**config.mk**
```make
export PLATFORM = sky130hd
export DESIGN_NAME = sobel_frame_sequencer
export DESIGN_NICKNAME = d
export VERILOG_FILES = /design/src/rtl/sobel_pkg.sv /design/src/rtl/sobel_raster_counter.sv /design/src/rtl/sobel_frame_sequencer.sv
export SDC_FILE = /design/constraint.sdc
export NUM_CORES = 1
export LEC_CHECK = 0
export BUFFER_PORTS_ARGS = -buffer_cell sky130_fd_sc_hd__buf_2
export CORE_MARGIN = 2
export CORE_UTILIZATION = 62
export CTS_CLUSTER_SIZE = 10
export DETAILED_ROUTE_END_ITERATION = 8
export GPL_TIMING_DRIVEN = 0
export PLACE_DENSITY = 0.85
export SETUP_SLACK_MARGIN = 0.1
export SLEW_MARGIN = 10
export SYNTH_ARGS = -nofsm -noshare
export SYNTH_HDL_FRONTEND = slang
export SYNTH_SLANG_ARGS = --single-unit
```
**constraint.sdc**
```tcl
create_clock -name ClkPort -period 6.34 [get_ports ClkPort]
set_clock_uncertainty 0.1 [all_clocks]
set_input_delay 1.268 -clock ClkPort [delete_from_list [all_inputs] [get_ports ClkPort]]
set_output_delay 1.268 -clock ClkPort [all_outputs]
set_load 0.1 [all_outputs]
```
**src/rtl/sobel_pkg.sv**
```systemverilog
// Shared types and helpers for the sobel frame pipeline.
// Used by the frame sequencer and by the sobel/vga blocks.
package sobel_pkg;

  typedef enum logic [1:0] {
    IDLE,
    RUN,
    FLUSH,
    WAIT
  } seq_state_e;

  function automatic int clog2(input int v);
    int r;
    r = 0;
    for (int i = 0; i < 31; i++) begin
      if ((1 << i) < v) r = i + 1;
    end
    return r;
  endfunction

endpackage

```
**src/rtl/sobel_raster_counter.sv**
```systemverilog
// Raster-order pixel counter with linear index, row and column.
// Wraps to zero after the last pixel of the frame.
module raster_counter
  import sobel_pkg::*;
#(
  parameter int WIDTH = 128,
  parameter int DEPTH = 128,
  parameter int AW    = clog2(WIDTH * DEPTH)
) (
  input  logic                     clk,
  input  logic                     rst,
  input  logic                     en,
  input  logic                     clr,
  output logic [AW-1:0]            index,
  output logic [clog2(DEPTH)-1:0]  row,
  output logic [clog2(WIDTH)-1:0]  col,
  output logic                     last
);

  localparam int RW = clog2(DEPTH);
  localparam int CW = clog2(WIDTH);

  logic [AW-1:0] idx_q, idx_d;
  logic [RW-1:0] row_q, row_d;
  logic [CW-1:0] col_q, col_d;
  logic          eol;

  assign eol  = (col_q == CW'(WIDTH - 1));
  assign last = eol && (row_q == RW'(DEPTH - 1));

  always_comb begin
    idx_d = idx_q;
    row_d = row_q;
    col_d = col_q;
    if (clr || (en && last)) begin
      idx_d = '0;
      row_d = '0;
      col_d = '0;
    end else if (en) begin
      idx_d = idx_q + AW'(1);
      if (eol) begin
        col_d = '0;
        row_d = row_q + RW'(1);
      end else begin
        col_d = col_q + CW'(1);
      end
    end
  end

  always_ff @(posedge clk or posedge rst) begin
    if (rst) begin
      idx_q <= '0;
      row_q <= '0;
      col_q <= '0;
    end else begin
      idx_q <= idx_d;
      row_q <= row_d;
      col_q <= col_d;
    end
  end

  assign index = idx_q;
  assign row   = row_q;
  assign col   = col_q;

endmodule

```
**src/rtl/sobel_frame_sequencer.sv**
```systemverilog
// Frame controller: raster reads, window flush, delayed bitmap writes.
// A global stall freezes every counter, the FSM and the write delay line.
module sobel_frame_sequencer
  import sobel_pkg::*;
#(
  parameter int WIDTH  = 128,
  parameter int DEPTH  = 128,
  parameter int PIPE   = 2,
  parameter int ADDR_W = $clog2(WIDTH * DEPTH)
) (
  input  logic              ClkPort,
  input  logic              Reset,
  input  logic              start,
  input  logic [7:0]        thresh_in,
  input  logic              stall,
  output logic              busy,
  output logic              done,
  output logic [7:0]        threshold,
  output logic              rd_en,
  output logic [ADDR_W-1:0] rd_addr,
  output logic              win_shift,
  output logic              pipe_en,
  output logic              wr_en,
  output logic [ADDR_W-1:0] wr_addr,
  output logic              border
);

  localparam int RW = clog2(DEPTH);
  localparam int CW = clog2(WIDTH);
  localparam logic [PIPE-1:0] LAST_BIT = PIPE'(1) << (PIPE - 1);

  seq_state_e state_q, state_d;
  logic       busy_q, busy_d;
  logic       done_q, done_d;
  logic [7:0] thr_q, thr_d;
  logic       ws_q, ws_d;

  logic [PIPE-1:0]             vld_q, vld_d;
  logic [PIPE-1:0][ADDR_W-1:0] adr_q, adr_d;
  logic [PIPE-1:0]             bdr_q, bdr_d;

  logic              accept, run, flush, produce, past_head, drain_done;
  logic [ADDR_W-1:0] rk_idx, wj_idx;
  logic [RW-1:0]     rk_row, wj_row;
  logic [CW-1:0]     rk_col, wj_col;
  logic              rk_last, wj_last, wj_border;

  raster_counter #(.WIDTH(WIDTH), .DEPTH(DEPTH), .AW(ADDR_W)) u_rd_cnt (
    .clk   (ClkPort),
    .rst   (Reset),
    .en    (run && !stall),
    .clr   (accept),
    .index (rk_idx),
    .row   (rk_row),
    .col   (rk_col),
    .last  (rk_last)
  );

  raster_counter #(.WIDTH(WIDTH), .DEPTH(DEPTH), .AW(ADDR_W)) u_wr_cnt (
    .clk   (ClkPort),
    .rst   (Reset),
    .en    (produce),
    .clr   (accept),
    .index (wj_idx),
    .row   (wj_row),
    .col   (wj_col),
    .last  (wj_last)
  );

  assign accept = (state_q == IDLE) && start && !busy_q;
  assign run    = (state_q == RUN);
  assign flush  = (state_q == FLUSH);

  // window holds a full output once read index reaches WIDTH+1
  assign past_head = (rk_row > RW'(1)) ||
                     ((rk_row == RW'(1)) && (rk_col != '0));
  assign produce   = !stall && ((run && past_head) || flush);

  assign wj_border = (wj_row == '0) || (wj_row == RW'(DEPTH - 1)) ||
                     (wj_col == '0) || (wj_col == CW'(WIDTH - 1));

  assign drain_done = (state_q == WAIT) && !stall &&
                      ((vld_q & ~LAST_BIT) == '0);

  always_comb begin
    state_d = state_q;
    unique case (state_q)
      IDLE:    if (accept) state_d = RUN;
      RUN:     if (!stall && rk_last) state_d = FLUSH;
      FLUSH:   if (produce && wj_last) state_d = WAIT;
      WAIT:    if (drain_done) state_d = IDLE;
      default: state_d = IDLE;
    endcase
    done_d = drain_done;
    busy_d = (state_d != IDLE) || drain_done;
    thr_d  = accept ? thresh_in : thr_q;
    ws_d   = stall ? ws_q : (run || flush);
  end

  always_comb begin
    vld_d = vld_q;
    adr_d = adr_q;
    bdr_d = bdr_q;
    if (!stall) begin
      for (int i = PIPE - 1; i > 0; i--) begin
        vld_d[i] = vld_q[i-1];
        adr_d[i] = adr_q[i-1];
        bdr_d[i] = bdr_q[i-1];
      end
      vld_d[0] = produce;
      adr_d[0] = wj_idx;
      bdr_d[0] = wj_border;
    end
  end

  always_ff @(posedge ClkPort or posedge Reset) begin
    if (Reset) begin
      state_q <= IDLE;
      busy_q  <= 1'b0;
      done_q  <= 1'b0;
      thr_q   <= '0;
      ws_q    <= 1'b0;
      vld_q   <= '0;
      adr_q   <= '0;
      bdr_q   <= '0;
    end else begin
      state_q <= state_d;
      busy_q  <= busy_d;
      done_q  <= done_d;
      thr_q   <= thr_d;
      ws_q    <= ws_d;
      vld_q   <= vld_d;
      adr_q   <= adr_d;
      bdr_q   <= bdr_d;
    end
  end

  assign busy      = busy_q;
  assign done      = done_q;
  assign threshold = thr_q;
  assign rd_en     = run && !stall;
  assign rd_addr   = rk_idx;
  assign win_shift = ws_q && !stall;
  assign pipe_en   = !stall;
  assign wr_en     = vld_q[PIPE-1] && !stall;
  assign wr_addr   = adr_q[PIPE-1];
  assign border    = bdr_q[PIPE-1];

endmodule

```
==> impl_metrics.toml, run 1 <==
[run_status]
status = "finished clean"

[finish]
syn_to_final_growth_pct = 12.6
nets = 569
seq_area_um2 = 2530
multiInputGateArea_um2 = 2140
diodes = 0
drive_above_1_share = 0.234
utilization = 0.716
fill_cells = 562
stdcell_count = 650

[global_routing]
grt_max_degree = 55
grt_pass1_vias = 3681
grt_pass1_wl_um = 17100
antenna_found_initial = 0
track_usage = 0.248
grt_overflow = 0

[place]
io_buffers = 53
dp.cells = 634
dpl_worst_slack_ns = 2.15
dpl.hpwl_um = 7000
place_congestion = 0.894

[routing]
vias_per_cell = 5.76
routedWlPerCell_um = 15.2
drc = 0
firstDrtPassIters = 4
vias = 3744
wl_um = 9910
drtAntennaViolNets = 0
first_iter_violations = 253

[flow_run]
drv_cap = 0

[synth]
synth_seq_cells = 101
ys_async_sr_fraction = 1.00
synth_edf_count = 0
synthFlopType = "dfrtp_1"
yosys-top-cells-area = "dfrtp_1, mux2_2, nand2_1, ha_1, a21oi_1"
ys_seq_area_frac = 0.517
syn-instance-count = 478
synth_largest_area_cell = "dfrtp_1"
syn_area_per_cell_um2 = 10.2
syn_area_um2 = 4890
synth_most_common_cell = "dfrtp_1"
synth_common_cells = "dfrtp_1, nand2_1, a21oi_1, nor2_1, mux2_2"
syn_nets = 504
yosysWarnings = 0
ys_types = 45
yosysTopAreaCellShare = 0.517

[critical_path]
timing.rr.end = "u_wr_cnt.index[0]$_DFFE_PP0P_"
crit_end = "win_shift"
cp-start-kind = "primary input"
critPathBufInv = 4
cpMostUsedCell = "clkbuf_1"
arrival_ns = 2.82
timing.rr.start = "state_q[0]$_DFF_PP0_"
crit_required_ns = 4.97
path_class = "primary input to output pin"
crit_path_max_fanout = 10
cp_slowest_cell = "clkbuf_1"
crit_family = "buffers and inverters"
reg2reg_slack_ns = 3.67
critPathMaxStageDelay_ns = 0.42
cp.depth = 5
crit_chain = "clkbuf_1, clkbuf_1, clkbuf_1, nor2b_1, buf_2"
critPathLaunch = "stall"
worstRegToRegCells = 7
worstSetupEndpointType = "output pin"

[floorplanning]
initial_core_util = 0.636
dieArea_um2 = 8620
core_region_area_um2 = 7690
io_pins = 55
row_count = 32
die_y_um = 92.8
dieWidth_um = 92.8

[sta]
post-route-min-period_ns = 4.19
final_max_slew_viol_count = 0
timing.final.crit_share = 0.661
fmax_mhz = 239
rsz0062_at_grt = "no"
fin_ws_ns = 2.15
setup_viol = 0
fin_setup_tns_ns = 0
worst_pin_slew_ns = 0.803
hold_violations = 0
slew_headroom = 0.461

[clocking]
post_cts_buffers = 0
cts_made_buffers = 9
h-tree-depth = 3
cts-root-buf = "clkbuf_8"
ctsHoldBuffers = 0
cts_buffer_depth = 2
insertion_delay_ns = 0.37
cts_tree = "done"
post_cts_resized = 0
clk_pin_slew_ns = 0.10
clock-sinks = 101

[power_and_ir_drop]
power_mw = 1.35
leakagePower_nw = 2.70
ir_drop_mv = 0.140
power.density_nw_per_um2 = 244

[worst_hold_path]
hp-class = "flop to flop"
-- flip-flops by register name, indices dropped and copies added (netlist names), 7 cells and up --
| register | cells |
|---|---|
| adr_q | 14 |
| u_wr_cnt.index | 14 |
| threshold | 8 |
| u_rd_cnt.col | 7 |
| u_wr_cnt.row | 7 |
| wr_addr | 14 |
| u_rd_cnt.index | 14 |
| u_wr_cnt.col | 7 |
| u_rd_cnt.row | 7 |
-- final cells by class --
| class | instances | area share |
|---|---|---|
| flip-flops and latches | 101 | 0.459 |
| multi-input cells | 333 | 0.388 |
| repair buffers | 54 | 0.0532 |
| plain buffers | 30 | 0.0316 |
| clock buffers | 10 | 0.0250 |
| well taps | 102 | 0.0232 |
| inverters | 14 | 0.0100 |
| clock inverters | 6 | 0.00977 |
-- worst min path at each step --
stage / startpoint / endpoint / slack, ns / cells after the start
after global placement: threshold[3]$_DFFE_PP0P_ / threshold[3]$_DFFE_PP0P_ / 0.36 / 2
after floorplan: bdr_q[0]$_DFFE_PP0N_ / bdr_q[0]$_DFFE_PP0N_ / 0.35 / 2
final: threshold[7]$_DFFE_PP0P_ / threshold[7]$_DFFE_PP0P_ / 0.39 / 2
after CTS: threshold[7]$_DFFE_PP0P_ / threshold[7]$_DFFE_PP0P_ / 0.39 / 2
after global routing: threshold[7]$_DFFE_PP0P_ / threshold[7]$_DFFE_PP0P_ / 0.42 / 2
after detailed placement: threshold[7]$_DFFE_PP0P_ / threshold[7]$_DFFE_PP0P_ / 0.37 / 2
-- stage by stage --
step                      hold WS, ns  cell area (um^2)
after floorplan                 0.346              4890
final                           0.388              5510
after CTS                       0.393              5510
after global placement          0.356              5290
after detailed placement        0.366              5320
after global routing            0.419              5510
-- worst reg2reg max path, delay by kind of cell, from the launching register on --
kind                     cells  cell delay, ns
AO/OA/AOI/OAI                1            0.53
AND/OR/NAND/NOR              2            0.39
flip-flops                   1            0.42
buffers and inverters        3            0.85
adder cells (fa/ha/maj)      1            0.27
-- placed cells by master, fill, tap and decap left out, drive strengths merged, types with 7 or more instances in the layout --
| master | netlist | final |
|---|---|---|
| dfrtp | 101 | 101 |
| buf | 20 | 74 |
| nand2 | 57 | 57 |
| nor2 | 32 | 32 |
| a21oi | 32 | 32 |
| mux2 | 30 | 30 |
| o21ai | 28 | 28 |
| or3 | 21 | 21 |
| clkbuf | 10 | 20 |
| nand3 | 18 | 18 |
| xor2 | 17 | 17 |
| inv | 14 | 17 |
| ha | 14 | 14 |
| nand4 | 12 | 12 |
| nor3 | 7 | 7 |
| o31ai | 7 | 7 |
-- per-layer routing --
metal,up-vias,GRT usage,wire [um]
met1,1803,0.336,4470
met5,-,0,0
met2,117,0.404,4830
li1,1811,-,-
met3,13,0.0423,484
met4,0,0.0895,126
-- where the power goes --
group | switching, mW | leakage, nW | internal, mW
Sequential | 0.0400 | 1.37 | 0.673
Clock | 0.235 | 0.0954 | 0.160
Combinational | 0.187 | 1.23 | 0.0507
Total | 0.462 | 2.70 | 0.884
-- logic make-up after synthesis --
logic type               share of synthesized area
AND/OR/NAND/NOR                              0.196
flip-flops                                   0.517
AO/OA/AOI/OAI                                0.100
buffers and inverters                       0.0463
adder cells (fa/ha/maj)                     0.0358
XOR/XNOR                                    0.0358
multiplexers                                0.0691
(Power assumes the default switching activity.)
==> run 2, diff against run 1 <==
--- a/config.mk
+++ b/config.mk
@@ -5,13 +5,14 @@
 export SDC_FILE = /design/constraint.sdc
 export NUM_CORES = 1
 export LEC_CHECK = 0
+export ABC_AREA = 1
 export BUFFER_PORTS_ARGS = -buffer_cell sky130_fd_sc_hd__buf_2
 export CORE_MARGIN = 2
-export CORE_UTILIZATION = 62
+export CORE_UTILIZATION = 53
 export CTS_CLUSTER_SIZE = 10
 export DETAILED_ROUTE_END_ITERATION = 8
 export GPL_TIMING_DRIVEN = 0
-export PLACE_DENSITY = 0.85
+export PLACE_DENSITY = 0.77
 export SETUP_SLACK_MARGIN = 0.1
 export SLEW_MARGIN = 10
 export SYNTH_ARGS = -nofsm -noshare
==> constraint.sdc (replaced) <==
create_clock -name ClkPort -period 3.8 [get_ports ClkPort]
set_clock_uncertainty 0.1 [all_clocks]
set_input_delay 0.76 -clock ClkPort [delete_from_list [all_inputs] [get_ports ClkPort]]
set_output_delay 0.76 -clock ClkPort [all_outputs]
set_load 0.1 [all_outputs]
==> impl_metrics.toml, run 2 <==
[finish]
nets = 721
fill_cells = 844
final_cell_mix = "nand2_1, dfrtp_1, inv_1"
diodes = 0
utilization = 0.609
stdcell_count = 833
drive_above_1_share = 0.184
syn_to_final_growth_pct = 12.2
layout_commonest_cell = "nand2_1"

[place]
dp.cells = 817
io_buffers = 54
place_congestion = 0.919
dpl.hpwl_um = 7810

[sta]
worst_pin_slew_ns = 0.792
hold_ws_ns = 0.383
hold_violations = 0
timing.final.crit_share = 0.770
rsz0062_at_grt = "no"
final_max_slew_viol_count = 0
slew_headroom = 0.472
fin_setup_tns_ns = 0
setup_viol = 0
post-route-min-period_ns = 2.93
fmax_mhz = 342

[critical_path]
critPathLaunch = "stall"
critPathMaxStageDelay_ns = 0.39
crit_chain = "buf_2, clkbuf_1, clkbuf_1, nor2_1, buf_2"
timing.rr.start = "state_q[0]$_DFF_PP0_"
arrival_ns = 2.07
cp_slowest_cell = "clkbuf_1"
worstSetupEndpointType = "output pin"
crit_required_ns = 2.94
crit_path_max_fanout = 10
path_class = "primary input to output pin"
worstRegToRegCells = 9
timing.rr.end = "u_wr_cnt.row[4]$_DFFE_PP0P_"
reg2reg_slack_ns = 1.74
cp-start-kind = "primary input"

[clocking]
post_cts_resized = 0
cts_tree = "done"
clock-sinks = 101
cts_buffer_depth = 2
h-tree-depth = 3
ctsHoldBuffers = 0
post_cts_buffers = 0
clk_pin_slew_ns = 0.10
insertion_delay_ns = 0.38
cts-root-buf = "clkbuf_8"
cts_made_buffers = 9

[power_and_ir_drop]
pwr-share-seq = 0.367
pwr-share-comb = 0.481
leakagePower_nw = 3.13
power_mw = 4.32
switching_share = 0.518
clkPwrFrac = 0.152
power.density_nw_per_um2 = 732
internal-power_mw = 2.08
ir_drop_mv = 0.628
p_sw_mw = 2.24

[synth]
synth_most_common_cell = "nand2_1"
syn_area_um2 = 5260
yosysTopAreaCellShare = 0.480
yosys-top-cells-area = "dfrtp_1, nand2_1, inv_1, nand3_1, nor2_1"
syn-instance-count = 629
synth_common_cells = "nand2_1, dfrtp_1, inv_1"
synth_largest_area_cell = "dfrtp_1"
synth_seq_cells = 101
ys_types = 39
ys_async_sr_fraction = 1.00
yosysWarnings = 0
synth_edf_count = 0
syn_nets = 655
synthFlopType = "dfrtp_1"
ys_seq_area_frac = 0.480
syn_area_per_cell_um2 = 8.36

[flow_run]
drv_cap = 0

[routing]
firstDrtPassIters = 4
routed-wl-met3_um = 572
routed.top_layer = "met4"
vias = 4266
first_iter_violations = 206
vias_per_cell = 5.12
wl_um = 10700
wl_met2_um = 5040
routedWlPerCell_um = 12.9
drtAntennaViolNets = 0
drc = 0
m1WireLength_um = 5040

[floorplanning]
core_region_area_um2 = 9680
dieWidth_um = 104
initial_core_util = 0.543
row_count = 36
io_pins = 55
die_y_um = 104
dieArea_um2 = 10700

[worst_hold_path]
hp-class = "flop to flop"
hold_path_startpoint = "adr_q[7]$_DFFE_PP0N_"
min_to = "wr_addr[7]$_DFFE_PP0N_"
whs_path_depth = 2

[global_routing]
track_usage = 0.216
grt_pass1_wl_um = 19400
grt_overflow = 0
antenna_found_initial = 0
grt_pass1_vias = 4214
grt_max_degree = 65

[run_status]
status = "finished clean"
==> run 2: changes by cell type after synthesis, moves of 8 or more <==
cell / change
nor2_1: +20
mux2_2: -30
nor3_1: +8
nand3_1: +23
a21oi_1: -21
or3_1: -21
inv_1: +54
nand2_1: +113
==> run 2: cell families (layout without fill, tap and decap cells) <==
kind of cell / count (synthesis) / count (layout) / synth area share
simple gates: 327 / 327 / 0.292
buf+inv: 102 / 173 / 0.0894
flops: 101 / 101 / 0.480
compound gates: 63 / 63 / 0.0685
xor+xnor: 22 / 22 / 0.0366
fa+ha+maj: 14 / 14 / 0.0333
==> run 2: worst max path at each step <==
stage / to / depth (start not counted)
6_report: win_shift / 5
5_1_grt: win_shift / 5
4_1_cts: wr_en / 5
3_5_place_dp: wr_en / 5
3_3_place_gp: threshold[3]$_DFFE_PP0P_ / 2
2_1_floorplan: adr_q[0]$_DFFE_PP0N_ / 1
==> run 2: power by group through the flow <==
stage          logic (mW)  registers (mW)  clock network (mW)
2_1_floorplan        1.18            2.09                   0
3_3_place_gp         2.02            1.58                   0
3_5_place_dp         2.08            1.60                   0
4_1_cts              2.08            1.58               0.660
5_1_grt              2.26            1.63               0.722
6_report             2.08            1.59               0.656
==> run 2: cell type report <==
cell class | instances | area [um^2] | share of cell area
flip-flops and latches | 101 | 2530 | 0.428
multi-input cells | 426 | 2260 | 0.383
repair buffers | 55 | 290 | 0.0492
inverters | 70 | 265 | 0.0449
plain buffers | 32 | 208 | 0.0352
well taps | 133 | 166 | 0.0282
clock buffers | 9 | 124 | 0.0210
clock inverters | 7 | 58.8 | 0.00996
==> run 2: worst max-delay path, delay by kind of cell <==
kind	cells	cell delay, ns
buf+inv	4	1.20
simple gates	1	0.09
==> run 2: layer usage <==
metal / up-vias / global-route usage
met5: - / 0
met4: 0 / 0.0637
met3: 9 / 0.0371
met2: 109 / 0.345
met1: 2015 / 0.304
li1: 2133 / -
==> run 2: through the flow <==
stage | instance area [um^2] | worst slack [ns]
floorplan | 5260 | 0.293
global placement | 5700 | -0.817
detailed placement | 5720 | 0.865
CTS | 5900 | 0.858
global route | 5900 | 0.764
finish | 5900 | 0.874
==> run 3, diff against run 2 <==
==> constraint.sdc (replaced) <==
create_clock -name ClkPort -period 2.6 [get_ports ClkPort]
set_clock_uncertainty 0.1 [all_clocks]
set_input_delay 0.52 -clock ClkPort [delete_from_list [all_inputs] [get_ports ClkPort]]
set_output_delay 0.52 -clock ClkPort [all_outputs]
set_load 0.1 [all_outputs]
==> impl_metrics.toml, run 3 (same netlist as run 2, synthesis figures left out) <==
[sta]
timing.final.crit_share = 0.918
setup_viol = 0
worst_pin_slew_ns = 0.494
final_max_slew_viol_count = 0
post-route-min-period_ns = 2.39
slew_headroom = 0.673
hold_ws_ns = 0.0172
rsz0062_at_grt = "no"
fmax_mhz = 419
hold_violations = 0
fin_ws_ns = 0.213

[routing]
routedWlPerCell_um = 12.7
drtAntennaViolNets = 0
vias_per_cell = 5.13
wl_um = 10600
vias = 4283
drc = 0
firstDrtPassIters = 6
first_iter_violations = 239

[clocking]
cts_tree = "done"
clock-sinks = 101
post_cts_resized = 0
h-tree-depth = 3
ctsHoldBuffers = 0
post_cts_buffers = 0
insertion_delay_ns = 0.37
cts_made_buffers = 9
cts-root-buf = "clkbuf_8"
cts_buffer_depth = 2
clk_pin_slew_ns = 0.10

[critical_path]
crit_end = "rd_en"
cp_slowest_cell = "buf_2"
crit_required_ns = 1.98
crit_path_max_fanout = 5
path_class = "flop to output pin"
cpMostUsedCell = "inv_1"
arrival_ns = 1.77
timing.rr.end = "u_rd_cnt.index[7]$_DFFE_PP0P_"
timing.rr.start = "state_q[0]$_DFF_PP0_"
cp-start-kind = "flop"
worstRegToRegCells = 8
critPathLaunch = "state_q[1]$_DFF_PP0_"
crit_chain = "inv_1, ha_1, inv_1, nor2_4, buf_2"
reg2reg_slack_ns = 0.57
critPathMaxStageDelay_ns = 0.47
worstSetupEndpointType = "output pin"

[place]
dpl.hpwl_um = 7990
dpl_worst_slack_ns = 0.130
place_congestion = 0.909
io_buffers = 54
placed_cell_area_um2 = 5760

[power_and_ir_drop]
power.density_nw_per_um2 = 1060
internal-power_mw = 3.04
pwr-share-comb = 0.485
leakagePower_nw = 3.16
power_mw = 6.27
ir_drop_mv = 0.918
switching_share = 0.515
p_sw_mw = 3.23
pwr-share-seq = 0.369
clkPwrFrac = 0.147

[finish]
final_area_um2 = 5940
seq_area_um2 = 2530
fill_cells = 837
diodes = 0
nets = 723
layout_commonest_cell = "nand2_1"
syn_to_final_growth_pct = 12.8
drive_above_1_share = 0.187
multiInputGateArea_um2 = 2260
final_cell_mix = "nand2_1, dfrtp_1, inv_1"

[floorplanning]
dieWidth_um = 104
row_count = 36
initial_core_util = 0.543
core_region_area_um2 = 9680
dieArea_um2 = 10700
die_y_um = 104
io_pins = 55

[worst_hold_path]
hp-class = "primary input to asynchronous set/reset pin"

[run_status]
status = "finished clean"

[global_routing]
grt_overflow = 0
grt_max_degree = 34
antenna_found_initial = 0
grt_pass1_vias = 4232
track_usage = 0.211
grt_pass1_wl_um = 19000

[flow_run]
drv_cap = 0
run 3: worst min path at each step:
stage / end / startpoint / cells after the start
after CTS: threshold[0]$_DFFE_PP0P_ / Reset / 2
final: threshold[0]$_DFFE_PP0P_ / Reset / 2
after floorplan: wr_addr[0]$_DFFE_PP0N_ / adr_q[0]$_DFFE_PP0N_ / 2
after global routing: threshold[0]$_DFFE_PP0P_ / Reset / 2
after global placement: threshold[4]$_DFFE_PP0P_ / threshold[4]$_DFFE_PP0P_ / 2
after detailed placement: wr_addr[5]$_DFFE_PP0N_ / adr_q[5]$_DFFE_PP0N_ / 2
run 3: final cells by class:
cell class | count | area share
Timing Repair Buffer | 57 | 0.0556
Buffer | 32 | 0.0352
Clock buffer | 10 | 0.0215
Inverter | 70 | 0.0449
Sequential cell | 101 | 0.426
Clock inverter | 6 | 0.00780
Tap cell | 133 | 0.0280
Multi-Input combinational cell | 426 | 0.381
run 3: metrics by stage:
stage               utilization  setup TNS (ns)  std cells
finish                    0.613               0        835
global route              0.613               0        835
CTS                       0.613               0        835
detailed placement        0.595               0        819
global placement          0.589               0        816
floorplan                     -          -0.376        629
run 3: power by group through the flow:
stage	sequential, mW	clock, mW	combinational, mW
after floorplan	3.06	0	1.73
after global placement	2.31	0	2.96
after global routing	2.37	1.00	3.31
final	2.31	0.919	3.04
after detailed placement	2.34	0	3.05
after CTS	2.31	0.944	3.05
run 3: worst max-delay path, delay by kind of cell, from the launching register on:
| kind | cells | cell delay (ns) |
|---|---|---|
| and+or+nand+nor | 1 | 0.19 |
| buffers and inverters | 3 | 0.64 |
| adders and majority gates | 1 | 0.15 |
| DFF | 1 | 0.43 |
run 3: routing by layer:
metal	up-vias	track usage	wire (um)
met3	16	0.0359	509
met5	-	0	0
met4	0	0.0714	175
li1	2142	-	-
met1	2021	0.287	5030
met2	104	0.347	4910
